File: src/rtl/serial_twos_comp_ctrl_if.sv
// Word-level handshakes of the serial two's-complement controller:
// operand in (valid/ready) and reassembled result out (valid/ready).
interface serial_twos_comp_ctrl_if #(
  parameter int WIDTH = 8
);
  logic             in_valid;
  logic             in_ready;
  logic [WIDTH-1:0] in_data;
  logic             out_valid;
  logic             out_ready;
  logic [WIDTH-1:0] out_data;

  modport master (
    output in_valid, in_data, out_ready,
    input  in_ready, out_valid, out_data
  );

  modport slave (
    input  in_valid, in_data, out_ready,
    output in_ready, out_valid, out_data
  );
endinterface

File: src/rtl/serial_twos_comp_ctrl.sv
// Parallel <-> serial wrapper around the serial two's-complementer: clears it,
// streams the operand LSB-first, and reassembles the returned serial result.
module serial_twos_comp_ctrl #(
  parameter int WIDTH = 8
) (
  input  logic                     clk,
  input  logic                     rst_b,
  serial_twos_comp_ctrl_if.slave   bus,
  output logic                     comp_clr_b,
  output logic                     stream,
  input  logic                     twos_comp
);
  localparam int CW = $clog2(WIDTH + 1);

  typedef enum logic [2:0] {
    IDLE  = 3'd0,
    CLEAR = 3'd1,
    SHIFT = 3'd2,
    DRAIN = 3'd3,
    DONE  = 3'd4
  } state_t;

  state_t           state, nxt;
  logic [WIDTH-1:0] tx, rx;
  logic [CW-1:0]    cnt;

  always_ff @(posedge clk or negedge rst_b) begin
    if (!rst_b) state <= IDLE;
    else        state <= nxt;
  end

  always_comb begin
    nxt = IDLE;
    case (state)
      IDLE:    nxt = bus.in_valid ? CLEAR : IDLE;
      CLEAR:   nxt = SHIFT;
      SHIFT:   nxt = (cnt == CW'(WIDTH - 1)) ? DRAIN : SHIFT;
      DRAIN:   nxt = DONE;
      DONE:    nxt = bus.out_ready ? IDLE : DONE;
      default: nxt = IDLE;
    endcase
  end

  always_comb begin
    bus.in_ready  = 1'b0;
    bus.out_valid = 1'b0;
    stream        = 1'b0;
    case (state)
      IDLE:    bus.in_ready  = 1'b1;
      SHIFT:   stream        = tx[0];
      DONE:    bus.out_valid = 1'b1;
      default: ;
    endcase
  end

  assign bus.out_data = rx;

  // The complementer's output lags stream by one cycle, so result bit k-1 is
  // captured during SHIFT step k and the last bit during DRAIN.
  always_ff @(posedge clk or negedge rst_b) begin
    if (!rst_b) begin
      tx         <= '0;
      rx         <= '0;
      cnt        <= '0;
      comp_clr_b <= 1'b1;
    end else begin
      comp_clr_b <= (nxt != CLEAR);
      case (state)
        IDLE: begin
          if (bus.in_valid) begin
            tx  <= bus.in_data;
            cnt <= '0;
          end
        end
        SHIFT: begin
          tx  <= {1'b0, tx[WIDTH-1:1]};
          cnt <= cnt + CW'(1);
          if (cnt != '0) rx <= {twos_comp, rx[WIDTH-1:1]};
        end
        DRAIN:   rx <= {twos_comp, rx[WIDTH-1:1]};
        default: ;
      endcase
    end
  end
endmodule

File: src/flat_wrapper.sv
// flat-port wrapper written by rule: the top's interface ports become plain ports
module serial_twos_comp_ctrl_flat 
#(
  parameter int WIDTH = 8
)
  (clk, rst_b, comp_clr_b, stream, twos_comp, bus_in_valid, bus_in_data, bus_out_ready, bus_in_ready, bus_out_valid, bus_out_data);
  serial_twos_comp_ctrl_if #(.WIDTH(WIDTH)) bus_i ();
  input  logic clk;
  input  logic rst_b;
  output logic comp_clr_b;
  output logic stream;
  input  logic twos_comp;
  input wire logic [$bits(bus_i.in_valid)-1:0] bus_in_valid;
  input wire logic [$bits(bus_i.in_data)-1:0] bus_in_data;
  input wire logic [$bits(bus_i.out_ready)-1:0] bus_out_ready;
  output wire logic [$bits(bus_i.in_ready)-1:0] bus_in_ready;
  output wire logic [$bits(bus_i.out_valid)-1:0] bus_out_valid;
  output wire logic [$bits(bus_i.out_data)-1:0] bus_out_data;
  assign bus_i.in_valid = bus_in_valid;
  assign bus_i.in_data = bus_in_data;
  assign bus_i.out_ready = bus_out_ready;
  assign bus_in_ready = bus_i.in_ready;
  assign bus_out_valid = bus_i.out_valid;
  assign bus_out_data = bus_i.out_data;
  serial_twos_comp_ctrl #(.WIDTH(WIDTH)) u_core (.clk(clk), .rst_b(rst_b), .bus(bus_i), .comp_clr_b(comp_clr_b), .stream(stream), .twos_comp(twos_comp));
endmodule
File: config.mk
export PLATFORM = sky130hd
export DESIGN_NAME = serial_twos_comp_ctrl_flat
export DESIGN_NICKNAME = d
export VERILOG_FILES = /design/src/rtl/serial_twos_comp_ctrl_if.sv /design/src/rtl/serial_twos_comp_ctrl.sv /design/src/flat_wrapper.sv
export SDC_FILE = /design/constraint.sdc
export NUM_CORES = 1
export LEC_CHECK = 0
export CELL_PAD_IN_SITES_DETAIL_PLACEMENT = 0
export CELL_PAD_IN_SITES_GLOBAL_PLACEMENT = 1
export CORE_MARGIN = 1
export CORE_UTILIZATION = 30
export DETAILED_ROUTE_END_ITERATION = 10
export PLACE_DENSITY_LB_ADDON = 0.08
export SLEW_MARGIN = 20
export SYNTH_ARGS = -nofsm -noshare
export SYNTH_HDL_FRONTEND = slang
export SYNTH_SLANG_ARGS = --single-unit
File: constraint.sdc
create_clock -name clk -period 4.89 [get_ports clk]
set_input_delay 1.467 -clock clk [delete_from_list [all_inputs] [get_ports clk]]
set_output_delay 1.467 -clock clk [all_outputs]
set_load 0.1 [all_outputs]
==> results of run 1 <==
## per-stage QoR
stage	setup slack, ns	hold WS (ns)	instance area, sq um
floorplan	0.503	0.494	1100
global placement	1.44	0.489	1370
detailed placement	1.38	0.497	1370
CTS	1.10	0.517	1440
global route	0.984	0.530	1440
finish	1.12	0.511	1440
## worst paths after layout
kind / slack (ns) / end / cells after the start
setup / recovery: 1.12 / bus_out_valid / 2
hold / removal: 0.51 / u_core.bus.out_data[0] / 1
setup reg to reg: 3.08 / u_core.tx[6] / 3
hold reg to reg: 0.51 / u_core.bus.out_data[0] / 1
max in group asynchronous: 3.03 / u_core.comp_clr_b / 2
min in group asynchronous: 1.56 / u_core.cnt[3] / 2
## Yosys cell counts, drive strengths merged, types with 2 or more instances
library cell and count:
dfrtp 23, clkbuf 2, inv 6, nand3 4
buf 5, a22oi 7, ha 2, nor3b 2
mux2 8, a21oi 8, o21ai 4, or4b 2
nor3 2, mux2i 2, nor2 11
## registers in the layout (all words and copies together) (netlist names)
name and count:
u_core.tx 8, u_core.state 3, u_core.cnt 4, u_core.bus.out_data 8, u_core.comp_clr_b 1
## cell type report
| cell class | instances | area (sq um) |
|---|---|---|
| Multi-Input combinational cell | 60 | 435 |
| Sequential cell | 24 | 602 |
| Clock inverter | 1 | 30.0 |
| Inverter | 6 | 22.5 |
| Timing Repair Buffer | 25 | 248 |
| Fill cell | 342 | 2010 |
| Clock buffer | 3 | 41.3 |
| Tap cell | 46 | 57.6 |
## metal layers
metal  global-route usage, %  up-vias  part of all wire (%)
met3                    2.55        0                   4.8
met5                       0        -                     0
met2                    19.4       17                    46
met4                    3.49        0                     0
met1                    15.3      376                    49
li1                        -      386                     -
## cells by family (layout without fill, tap and decap cells)
group	after synthesis	count (layout)	share of synthesized area, %
flops	24	24	54.5
compound gates	23	23	15.0
buf+inv	13	35	6.12
simple gates	24	24	11.4
xor+xnor	1	1	0.793
mux	10	10	9.97
fa+ha+maj	2	2	2.26
==> impl_metrics.ini, run 1 <==
[clocking]
clk-insertion-delay-late_ns = 0.26
post-cts-setup-buffer-count = 0
clk_pin_slew_ns = 0.08
hold_buffers = 0
numClockSinks = 24
ctsResizeCount = 0
cts_root_buffer = clkbuf_8
tritoncts = done
htree_levels = 1
cts_buffer_depth = 2
numCtsBuffers = 3

[sta]
worstMarginPinSlew_ns = 0.973
hold_viol_final = 0
clock.fmax_ghz = 0.265
drv_slew = 0
fin_crit_ns = 3.77
fin_crit_sh_pct = 77.1
finalSetupViolCount = 0
rsz0062_at_grt = no
maxSlewHeadroom_pct = 34.9
tns_ns = 0
finalClockSkew_ns = 0.00234

[die]
io_pins = 25
num_rows = 21
start_util_pct = 32.1
dieArea_sq_um = 3930
fp.dieH_microns = 62.7
dieWidth_microns = 62.7
core_area_sq_um = 3440

[synthesis]
yosysSeqAreaShare_pct = 54.5
yosys_warnings = 0
synth_cell_types = 26
syn_inst = 97
yosysTopAreaCellShare_pct = 52.1
yosysTopAreaCell = dfrtp_1
synth_edf_count = 0
yosys_most_used_dff = dfrtp_1
synth-seq-cells = 24
synthArstFlopShare_pct = 100
synthTopCellsByArea = dfrtp_1, mux2_2, a22oi_1, nor2_1, a21oi_1
synth_area_sq_um = 1100
synth.avg_cell_area_sq_um = 11.4
syn_nets = 112

[final_layout]
most-common-layout-cells = clkdlybuf4s50_1, dfrtp_1, nor2_1, a21oi_1, mux2_2
stdcell_count = 165
layout_commonest_cell = clkdlybuf4s50_1
drive_above_1_share_pct = 15.1
final_util_pct = 41.7
antenna_cells = 0
syn2layout_area_growth_pct = 30.0
nets = 135

[place]
port_buffers = 24
dpl.cell_count = 161
routabilityCongestion = 0.679
dp.final_hpwl_mm = 1.41

[critical_path]
crit_chain = nor3b_1, clkdlybuf4s50_1
cpLargestDelayFamily = buffers and inverters
worstSetupPathType = flip-flop to output pin
required_ns = 3.42
crit_slowest_cell = clkdlybuf4s50_1
cpPeakStageDelay_ns = 1.18
crit_buf_inv = 1
start_kind = flip-flop
r2r-start = u_core.state[0]
crit_path_max_fanout = 11
end_kind = output pin
worst_ep_arrival_time_ns = 2.30
cp-startpoint = u_core.state[2]

[detailed_routing]
via_per_inst = 4.72
drt_iter0_markers = 33
dr_total_vias = 779
ant_nets = 0
wl_per_cell_microns = 12.5
firstDrtPassIters = 3
wl_mm = 2.06
route.detailed.drc = 0

[outcome]
status = finished, final reports clean

[global_route]
grt_pass1_vias = 799
antenna_found_initial = 0
grt_overflow = 0
track_usage_pct = 11.8
grt_pass1_wl_mm = 3.68
grt_max_degree = 25

[job]
maxCapViolCount = 0

[min_path]
min-delay-start = u_core.bus.out_data[0]
hp-class = flip-flop to flip-flop
Power of run 1 is left out: the tool's default activity adds up to more than one toggle a clock period on the data nets, which glitch-free logic cannot reach.
==> inputs of run 2 (changes only) <==
- clock period: 4.89 -> 3.46 ns (I/O delays scaled with it)
==> run 2 against run 1 <==
Sequential share of layout area increased by 0.37 points. Critical path depth increased by 1. Utilization decreased by 0.36 points. Hold slack improved by 0.0082 ns. Sequential cell count unchanged. Cell area decreased by 0.87%. Via count increased by 0.64%. Register-to-register slack got worse by 1.5 ns. Routed wire length increased by 1.6%. Critical endpoint is now stream.
==> impl_metrics.ini, run 2 (synthesized netlist as in run 1, its figures left out) <==
[clocking]
post-cts-setup-buffer-count = 0
numClockSinks = 24
hold_buffers = 0
numCtsBuffers = 3
htree_levels = 1
tritoncts = done
clk_pin_slew_ns = 0.09
clk-insertion-delay-late_ns = 0.27
ctsResizeCount = 0
cts_buffer_depth = 2
cts_root_buffer = clkbuf_8

[die]
start_util_pct = 32.1
core_area_sq_um = 3440
num_rows = 21
io_pins = 25
dieWidth_microns = 62.7
dieArea_sq_um = 3930
fp.dieH_microns = 62.7

[global_route]
grt_pass1_vias = 759
grt_overflow = 0
track_usage_pct = 11.9
grt_max_degree = 25
antenna_found_initial = 0
grt_pass1_wl_mm = 3.66

[min_path]
min-delay-start = u_core.bus.out_data[0]
min_to = u_core.bus.out_data[0]
hp-class = flip-flop to flip-flop
min_path_cells = 1

[final_layout]
stdcell_count = 166
antenna_cells = 0
fillCellCount = 357
layout_commonest_cell = dfrtp_1
most-common-layout-cells = dfrtp_1, buf_4, clkdlybuf4s50_1, nor2_1
stdcell_area_sq_um = 1420
syn2layout_area_growth_pct = 28.9
nets = 136
drive_above_1_share_pct = 27.5

[sta]
hold_viol_final = 0
clock.fmax_ghz = 0.399
rsz0062_at_grt = no
drv_slew = 0
finalClockSkew_ns = 0.0123
holdWs_ns = 0.519
tns_ns = 0
worstMarginPinSlew_ns = 0.533
fin_crit_ns = 2.50
maxSlewHeadroom_pct = 64.5
finalSetupViolCount = 0
fin_crit_sh_pct = 72.4

[critical_path]
r2r_slack_ns = 1.61
reg2reg_to = u_core.tx[1]
worstSetupPathType = flip-flop to output pin
cp-startpoint = u_core.state[2]
rr_worst_depth = 3
end_kind = output pin
start_kind = flip-flop
crit_path_max_fanout = 11
worst_ep_arrival_time_ns = 1.47
required_ns = 2.42
r2r-start = u_core.state[0]

[place]
dpl_cell_area_sq_um = 1350
port_buffers = 24
dp.final_hpwl_mm = 1.42
dpl.cell_count = 162
routabilityCongestion = 0.667

[outcome]
status = finished, final reports clean

[detailed_routing]
firstDrtPassIters = 4
dr_total_vias = 784
wl_mm = 2.10
via_per_inst = 4.72
drt_iter0_markers = 20
route.detailed.drc = 0
ant_nets = 0
wl_per_cell_microns = 12.6

[job]
maxCapViolCount = 0
## run 2: layer usage
metal  track usage, %  up-vias  wire length [microns]
met4             3.49        0                     20
met1             16.4      369                   1040
li1                 -      391                      -
met5                0        -                      0
met3             4.20        2                    117
met2             17.3       22                    916
## run 2: worst max path at each step
stage	slack, ns	endpoint	cells after the start
detailed placement	0.72	u_core.tx[4]	4
global route	0.87	stream	3
floorplan	0.49	bus_out_valid	2
CTS	0.95	stream	3
finish	0.96	stream	3
global placement	0.71	u_core.tx[4]	4
## run 2: per-stage QoR
step | utilization [%] | setup slack (ns)
floorplan | - | 0.487
global placement | 39.3 | 0.712
detailed placement | 39.3 | 0.720
CTS | 41.4 | 0.949
global route | 41.4 | 0.874
finish | 41.4 | 0.955
## run 2: final cells by class
type	count	area (sq um)	share of cell area, %
Multi-Input combinational cell	60	445	31.3
Timing Repair Buffer	26	225	15.8
Inverter	6	22.5	1.58
Tap cell	46	57.6	4.04
Clock inverter	1	30.0	2.11
Clock buffer	3	41.3	2.90
Sequential cell	24	602	42.3
## run 2: critical path, stage by stage (launching register included)
cell	delay [ns]
dfrtp_1	0.53
nor2_1	0.17
and3_2	0.20
buf_4	0.29
Power of run 2 is left out for the same reason.
